### src/rtl/vram_read_arbiter_if.sv
`default_nettype none
// ============================================================================
//  Module      : vram_read_arbiter_if
//  Description : Render, CPU and memory read-port signals of one arbiter.
//  Revision    : 1.0 - initial release
// ============================================================================
interface vram_read_arbiter_if #(
    parameter int ADDRESS_WIDTH = 12,
    parameter int DATA_WIDTH    = 8
);
    logic                     render_req;
    logic [ADDRESS_WIDTH-1:0] render_addr;
    logic                     render_stall;
    logic                     render_valid;
    logic [DATA_WIDTH-1:0]    render_data;
    logic                     cpu_req;
    logic [ADDRESS_WIDTH-1:0] cpu_addr;
    logic                     cpu_busy;
    logic                     cpu_valid;
    logic [DATA_WIDTH-1:0]    cpu_data;
    logic                     mem_read_enable;
    logic [ADDRESS_WIDTH-1:0] mem_read_addr;
    logic [DATA_WIDTH-1:0]    mem_read_data;

    // Arbiter side
    modport slave (
        input  render_req, render_addr, cpu_req, cpu_addr, mem_read_data,
        output render_stall, render_valid, render_data,
               cpu_busy, cpu_valid, cpu_data,
               mem_read_enable, mem_read_addr
    );

    // Requester / memory side
    modport master (
        output render_req, render_addr, cpu_req, cpu_addr, mem_read_data,
        input  render_stall, render_valid, render_data,
               cpu_busy, cpu_valid, cpu_data,
               mem_read_enable, mem_read_addr
    );
endinterface
`default_nettype wire

### src/rtl/vram_read_arbiter.sv
`default_nettype none
// ============================================================================
//  Module      : vram_read_arbiter
//  Description : Shares one VRAM read port between the renderer (priority)
//                and a CPU readback path with a starvation limiter.
//  Revision    : 1.0 - initial release
// ============================================================================
module vram_read_arbiter #(
    parameter int ADDRESS_WIDTH = 12,
    parameter int DATA_WIDTH    = 8,
    parameter int STARVE_LIMIT  = 8
) (
    input  wire logic          clk,
    input  wire logic          reset,
    vram_read_arbiter_if.slave bus
);
    localparam int                c_cnt_w = $clog2(STARVE_LIMIT + 1);
    localparam logic [c_cnt_w-1:0] c_limit = c_cnt_w'(STARVE_LIMIT);

    localparam logic [1:0] S_IDLE    = 2'd0;
    localparam logic [1:0] S_PENDING = 2'd1;
    localparam logic [1:0] S_ISSUED  = 2'd2;

    logic [1:0]               r_state;
    logic [1:0]               w_state_next;
    logic                     w_accept;
    logic                     w_cpu_grant;
    logic                     w_render_stall;
    logic [ADDRESS_WIDTH-1:0] r_pend_addr;
    logic [c_cnt_w-1:0]       r_starve_cnt;
    logic                     r_render_valid;
    logic                     r_cpu_valid;
    logic [DATA_WIDTH-1:0]    r_cpu_data;

    always_ff @(posedge clk) begin
        if (reset) begin
            r_state <= S_IDLE;
        end else begin
            r_state <= w_state_next;
        end
    end

    // A request is never granted in the cycle it is accepted: IDLE only latches.
    always_comb begin
        w_state_next = r_state;
        w_accept     = 1'b0;
        w_cpu_grant  = 1'b0;
        case (r_state)
            S_IDLE: begin
                if (bus.cpu_req) begin
                    w_accept     = 1'b1;
                    w_state_next = S_PENDING;
                end
            end
            S_PENDING: begin
                if (!bus.render_req || (r_starve_cnt == c_limit)) begin
                    w_cpu_grant  = 1'b1;
                    w_state_next = S_ISSUED;
                end
            end
            S_ISSUED: begin
                w_state_next = S_IDLE;
            end
            default: begin
                w_state_next = S_IDLE;
            end
        endcase
    end

    assign w_render_stall = bus.render_req && w_cpu_grant;

    always_ff @(posedge clk) begin
        if (reset) begin
            r_pend_addr    <= '0;
            r_starve_cnt   <= '0;
            r_render_valid <= 1'b0;
            r_cpu_valid    <= 1'b0;
            r_cpu_data     <= '0;
        end else begin
            r_render_valid <= bus.render_req && !w_render_stall;
            r_cpu_valid    <= (r_state == S_ISSUED);
            if (r_state == S_ISSUED) begin
                r_cpu_data <= bus.mem_read_data;
            end
            if (w_accept) begin
                r_pend_addr  <= bus.cpu_addr;
                r_starve_cnt <= '0;
            end else if ((r_state == S_PENDING) && !w_cpu_grant &&
                         (r_starve_cnt != c_limit)) begin
                r_starve_cnt <= r_starve_cnt + c_cnt_w'(1);
            end
        end
    end

    assign bus.mem_read_enable = bus.render_req || w_cpu_grant;
    assign bus.mem_read_addr   = w_cpu_grant ? r_pend_addr : bus.render_addr;
    assign bus.render_stall    = w_render_stall;
    assign bus.render_valid    = r_render_valid;
    assign bus.render_data     = bus.mem_read_data;
    assign bus.cpu_busy        = (r_state != S_IDLE);
    assign bus.cpu_valid       = r_cpu_valid;
    assign bus.cpu_data        = r_cpu_data;

endmodule
`default_nettype wire

### src/flat_wrapper.sv
// flat-port wrapper written by rule: the top's interface ports become plain ports
module vram_read_arbiter_flat 
#(
    parameter int ADDRESS_WIDTH = 12,
    parameter int DATA_WIDTH    = 8,
    parameter int STARVE_LIMIT  = 8
)
  (clk, reset, bus_render_req, bus_render_addr, bus_cpu_req, bus_cpu_addr, bus_mem_read_data, bus_render_stall, bus_render_valid, bus_render_data, bus_cpu_busy, bus_cpu_valid, bus_cpu_data, bus_mem_read_enable, bus_mem_read_addr);
  vram_read_arbiter_if #(.ADDRESS_WIDTH(ADDRESS_WIDTH), .DATA_WIDTH(DATA_WIDTH)) bus_i ();
  input  wire logic clk;
  input  wire logic reset;
  input wire logic [$bits(bus_i.render_req)-1:0] bus_render_req;
  input wire logic [$bits(bus_i.render_addr)-1:0] bus_render_addr;
  input wire logic [$bits(bus_i.cpu_req)-1:0] bus_cpu_req;
  input wire logic [$bits(bus_i.cpu_addr)-1:0] bus_cpu_addr;
  input wire logic [$bits(bus_i.mem_read_data)-1:0] bus_mem_read_data;
  output wire logic [$bits(bus_i.render_stall)-1:0] bus_render_stall;
  output wire logic [$bits(bus_i.render_valid)-1:0] bus_render_valid;
  output wire logic [$bits(bus_i.render_data)-1:0] bus_render_data;
  output wire logic [$bits(bus_i.cpu_busy)-1:0] bus_cpu_busy;
  output wire logic [$bits(bus_i.cpu_valid)-1:0] bus_cpu_valid;
  output wire logic [$bits(bus_i.cpu_data)-1:0] bus_cpu_data;
  output wire logic [$bits(bus_i.mem_read_enable)-1:0] bus_mem_read_enable;
  output wire logic [$bits(bus_i.mem_read_addr)-1:0] bus_mem_read_addr;
  assign bus_i.render_req = bus_render_req;
  assign bus_i.render_addr = bus_render_addr;
  assign bus_i.cpu_req = bus_cpu_req;
  assign bus_i.cpu_addr = bus_cpu_addr;
  assign bus_i.mem_read_data = bus_mem_read_data;
  assign bus_render_stall = bus_i.render_stall;
  assign bus_render_valid = bus_i.render_valid;
  assign bus_render_data = bus_i.render_data;
  assign bus_cpu_busy = bus_i.cpu_busy;
  assign bus_cpu_valid = bus_i.cpu_valid;
  assign bus_cpu_data = bus_i.cpu_data;
  assign bus_mem_read_enable = bus_i.mem_read_enable;
  assign bus_mem_read_addr = bus_i.mem_read_addr;
  vram_read_arbiter #(.ADDRESS_WIDTH(ADDRESS_WIDTH), .DATA_WIDTH(DATA_WIDTH), .STARVE_LIMIT(STARVE_LIMIT)) u_core (.clk(clk), .reset(reset), .bus(bus_i));
endmodule
### config.mk
export PLATFORM = sky130hd
export DESIGN_NAME = vram_read_arbiter_flat
export DESIGN_NICKNAME = d
export VERILOG_FILES = /design/src/rtl/vram_read_arbiter_if.sv /design/src/rtl/vram_read_arbiter.sv /design/src/flat_wrapper.sv
export SDC_FILE = /design/constraint.sdc
export NUM_CORES = 1
export LEC_CHECK = 0
export CAP_MARGIN = 40
export CORE_UTILIZATION = 38
export CTS_CLUSTER_SIZE = 8
export DETAILED_ROUTE_END_ITERATION = 8
export PLACE_DENSITY = 0.86
export RECOVER_POWER = 25
export SETUP_SLACK_MARGIN = 0.4
export SLEW_MARGIN = 40
export SYNTH_ARGS = -nofsm -noshare
export SYNTH_HDL_FRONTEND = slang
export SYNTH_SLANG_ARGS = --single-unit
### constraint.sdc
create_clock -name clk -period 2.7 [get_ports clk]
set_input_delay 0.54 -clock clk [delete_from_list [all_inputs] [get_ports clk]]
set_output_delay 0.54 -clock clk [all_outputs]
set_load 0.03 [all_outputs]
==> metrics.cfg <==
[sta]
max_slew_margin_pct=40.7
final.setup_skew_ns=0.00443
worst_slew_pin_slew_ns=0.889
final_setup_violations=0
hold_viol_final=0
fin_tns_setup_ns=0
layout_worst_path_cycle_share_pct=88.3
highest_clock_rate_mhz=420
grt_setup_unrepaired=yes
layout_min_cycle_time_ns=2.38
drv_slew=0

[floorplan]
floorplan.core_area_um2=3180
floorplan.initialDensity_pct=41.3
fp.dieW_um=60.8
die_area_um2=3700
num_io_pins=69
die_height_um=60.8
rows=20

[route]
drt.antenna.violating_nets=0
wire_length_per_cell_um=12.0
viasPerCell=4.72
drt_first_pass_iters=4
via_count=1247
wl_um=3180
initialDrtViolationCount=29
detail_route.drc_violations=0

[clock_network]
clk_pin_slew_worst_paths_ns=0.14
tritoncts=done
cts.path.max_buffers=2
cts_made_buffers=3
count_of_h_tree_levels_built_during_cts=1
clkSinkCount=28
clk_latency_ns=0.32
clock_tree.root_cell=clkbuf_4

[global_routing]
grt_max_degree=21
vias_in_the_first_global_route=1164
gr-usage-all-layers_pct=18.8
first_pass_grt_wire_length_um=5090
grt_antenna_before_repair=0
grt_overflow=0

[yosys]
synth_seq_area_share_pct=42.7
synth.cell_area_um2=1310
synth.yosys.warnings=0
syn-mean-instance-area_um2=8.48
yosysUniqueCellTypes=28
post_synth_inst_count=155
synth.net_count=193
postSynthRegisterBits=28

[critical_path]
critPathBufInv=3
critPathMaxStageDelay_ns=0.35
worstReg2RegEnd=u_core.r_starve_cnt[2]
critical_path_cell_count=7
critical_path.max_fanout=10
r2r-start=u_core.r_starve_cnt[0]
setup.reg_to_reg.worst_slack_ns=1.25
critical_path_arrival_ns=1.84
timing.critical_path.to_type=output port
worst_setup_path_endpoint=bus_mem_read_addr[11]
worst-endpoint-required_ns=2.16
timing.critical_path.from=u_core.r_starve_cnt[0]
critical_path.top_delay_family=buffers and inverters
critical_path.cell_chain=inv_2 > ha_4 > nand3b_4 > a21oi_4 > buf_12 > mux2_2 > buf_4
critPathSlowestCell=dfxtp_2
worstRegToRegCells=6
timing.setup.critical_path_class=flip-flop to output port
setup.worst_path.start_class=flip-flop

[cells_and_area]
layout_common_cells=clkdlybuf4s50_1 (51), nand2_1 (41), dfxtp_1 (26)
final_layout_size_suffix_gt1_share_pct=21.8
number_of_antenna_cells_inserted=0
area_grow_syn2layout_pct=57.0
layout.cells.most_common=clkdlybuf4s50_1
fillers=291
final_cell_area_um2=2060
nets=259

[hold_path]
worst_hold_startpoint=u_core.bus.cpu_data[7]
path_type_of_the_worst_min_delay_path=flip-flop to flip-flop

[placed_design]
buffer_ports.inserted=68
dp_hpwl_um=2320
placedInstanceArea_um2=2000
gp_congestion=0.760

[power]
irDropWorstVdd_mv=0.397
ratio_of_total_power_to_cell_area_nw_per_um2=426
cellLeakagePower_uw=0.000807

[outcome]
status=finished clean

[run]
drv_cap=0

-- worst reg2reg max path, cell delays in order, from the launching register on --
cell	delay, ns
dfxtp_2	0.36
buf_4	0.10
buf_4	0.11
ha_1	0.14
inv_1	0.04
or4_1	0.49
a21oi_1	0.16
-- where the power goes --
group | switching [uW] | internal [uW] | total (uW)
logic | 119 | 121 | 240
clock network | 116 | 82.5 | 199
registers | 10.2 | 430 | 441
total | 245 | 634 | 879
-- through the flow --
stage | power [uW] | hold slack, ns | util (%) | worst slack, ns | cells
floorplan | 580 | 0.433 | - | 0.661 | 155
global placement | 689 | 0.441 | 62.8 | -0.104 | 255
detailed placement | 692 | 0.447 | 62.8 | -0.118 | 255
CTS | 887 | 0.466 | 64.6 | 0.305 | 263
global route | 922 | 0.484 | 64.9 | 0.234 | 264
finish | 879 | 0.464 | 64.9 | 0.317 | 264
-- final cells by class --
type                    instances  area (um2)  share of cell area [%]
repair buffers                 78         728                    35.3
multi-input cells             106         664                    32.2
flip-flops and latches         28         563                    27.3
well taps                      44        55.1                    2.67
clock buffers                   4        36.3                    1.76
inverters                       4        15.0                   0.728
-- layer usage --
| layer | up-vias | GRT usage, % | routed length, um |
|---|---|---|---|
| met5 | - | 0 | 0 |
| met4 | 0 | 4.87 | 27 |
| met1 | 572 | 21.7 | 1330 |
| li1 | 635 | - | - |
| met3 | 2 | 4.26 | 154 |
| met2 | 38 | 34.7 | 1660 |
-- worst min-delay path by stage --
stage / endpoint / cells past startpoint
floorplan: u_core.r_pend_addr[0] / 2
global placement: u_core.r_pend_addr[11] / 2
detailed placement: u_core.bus.cpu_data[0] / 2
CTS: u_core.bus.cpu_data[0] / 2
global route: u_core.bus.cpu_data[4] / 2
finish: u_core.bus.cpu_data[7] / 2
-- cell families after synthesis --
logic type / share of synthesized area, %
simple gates: 24.1
compound gates: 11.5
flops: 42.7
buf+inv: 8.76
mux: 11.0
fa+ha+maj: 1.90
-- cells in the mapped netlist, drive strengths merged --
cell type  count  area share (%)
nand3          3             1.1
and2b          1            0.57
o21ai          3             1.1
nand2         41              12
mux2          12              10
nand3b         2             2.1
or3            1            0.48
nor2           2            0.57
mux2i          1            0.76
or3b           1            0.67
nor3b          2             1.5
nand4          1            0.48
clkbuf         6             1.7
ha             2             1.9
buf           11             5.9
inv            4             1.1
nand2b         2            0.95
and3b          2             1.3
dfxtp         28              43
and2           2            0.95
or4            1            0.57
a21oi         25              10
or2            1            0.48
or2b           1            0.57
-- registers in the layout, summed over array words and instances (netlist names) --
| register | cells |
|---|---|
| u_core.r_pend_addr | 12 |
| u_core.bus.cpu_data | 8 |
| u_core.r_starve_cnt | 4 |
| u_core.r_state | 2 |
| u_core.bus.cpu_valid | 1 |
| u_core.bus.render_valid | 1 |
-- timing repair --
item                       in CTS  in global routing
setup endpoints to repair      13                 13
gates resized for setup        79                  2
pin swaps                       1                  0
hold buffers                    0                  0
buffers inserted                4                  1
cloned                          0                  0
(Power assumes the default switching activity.)
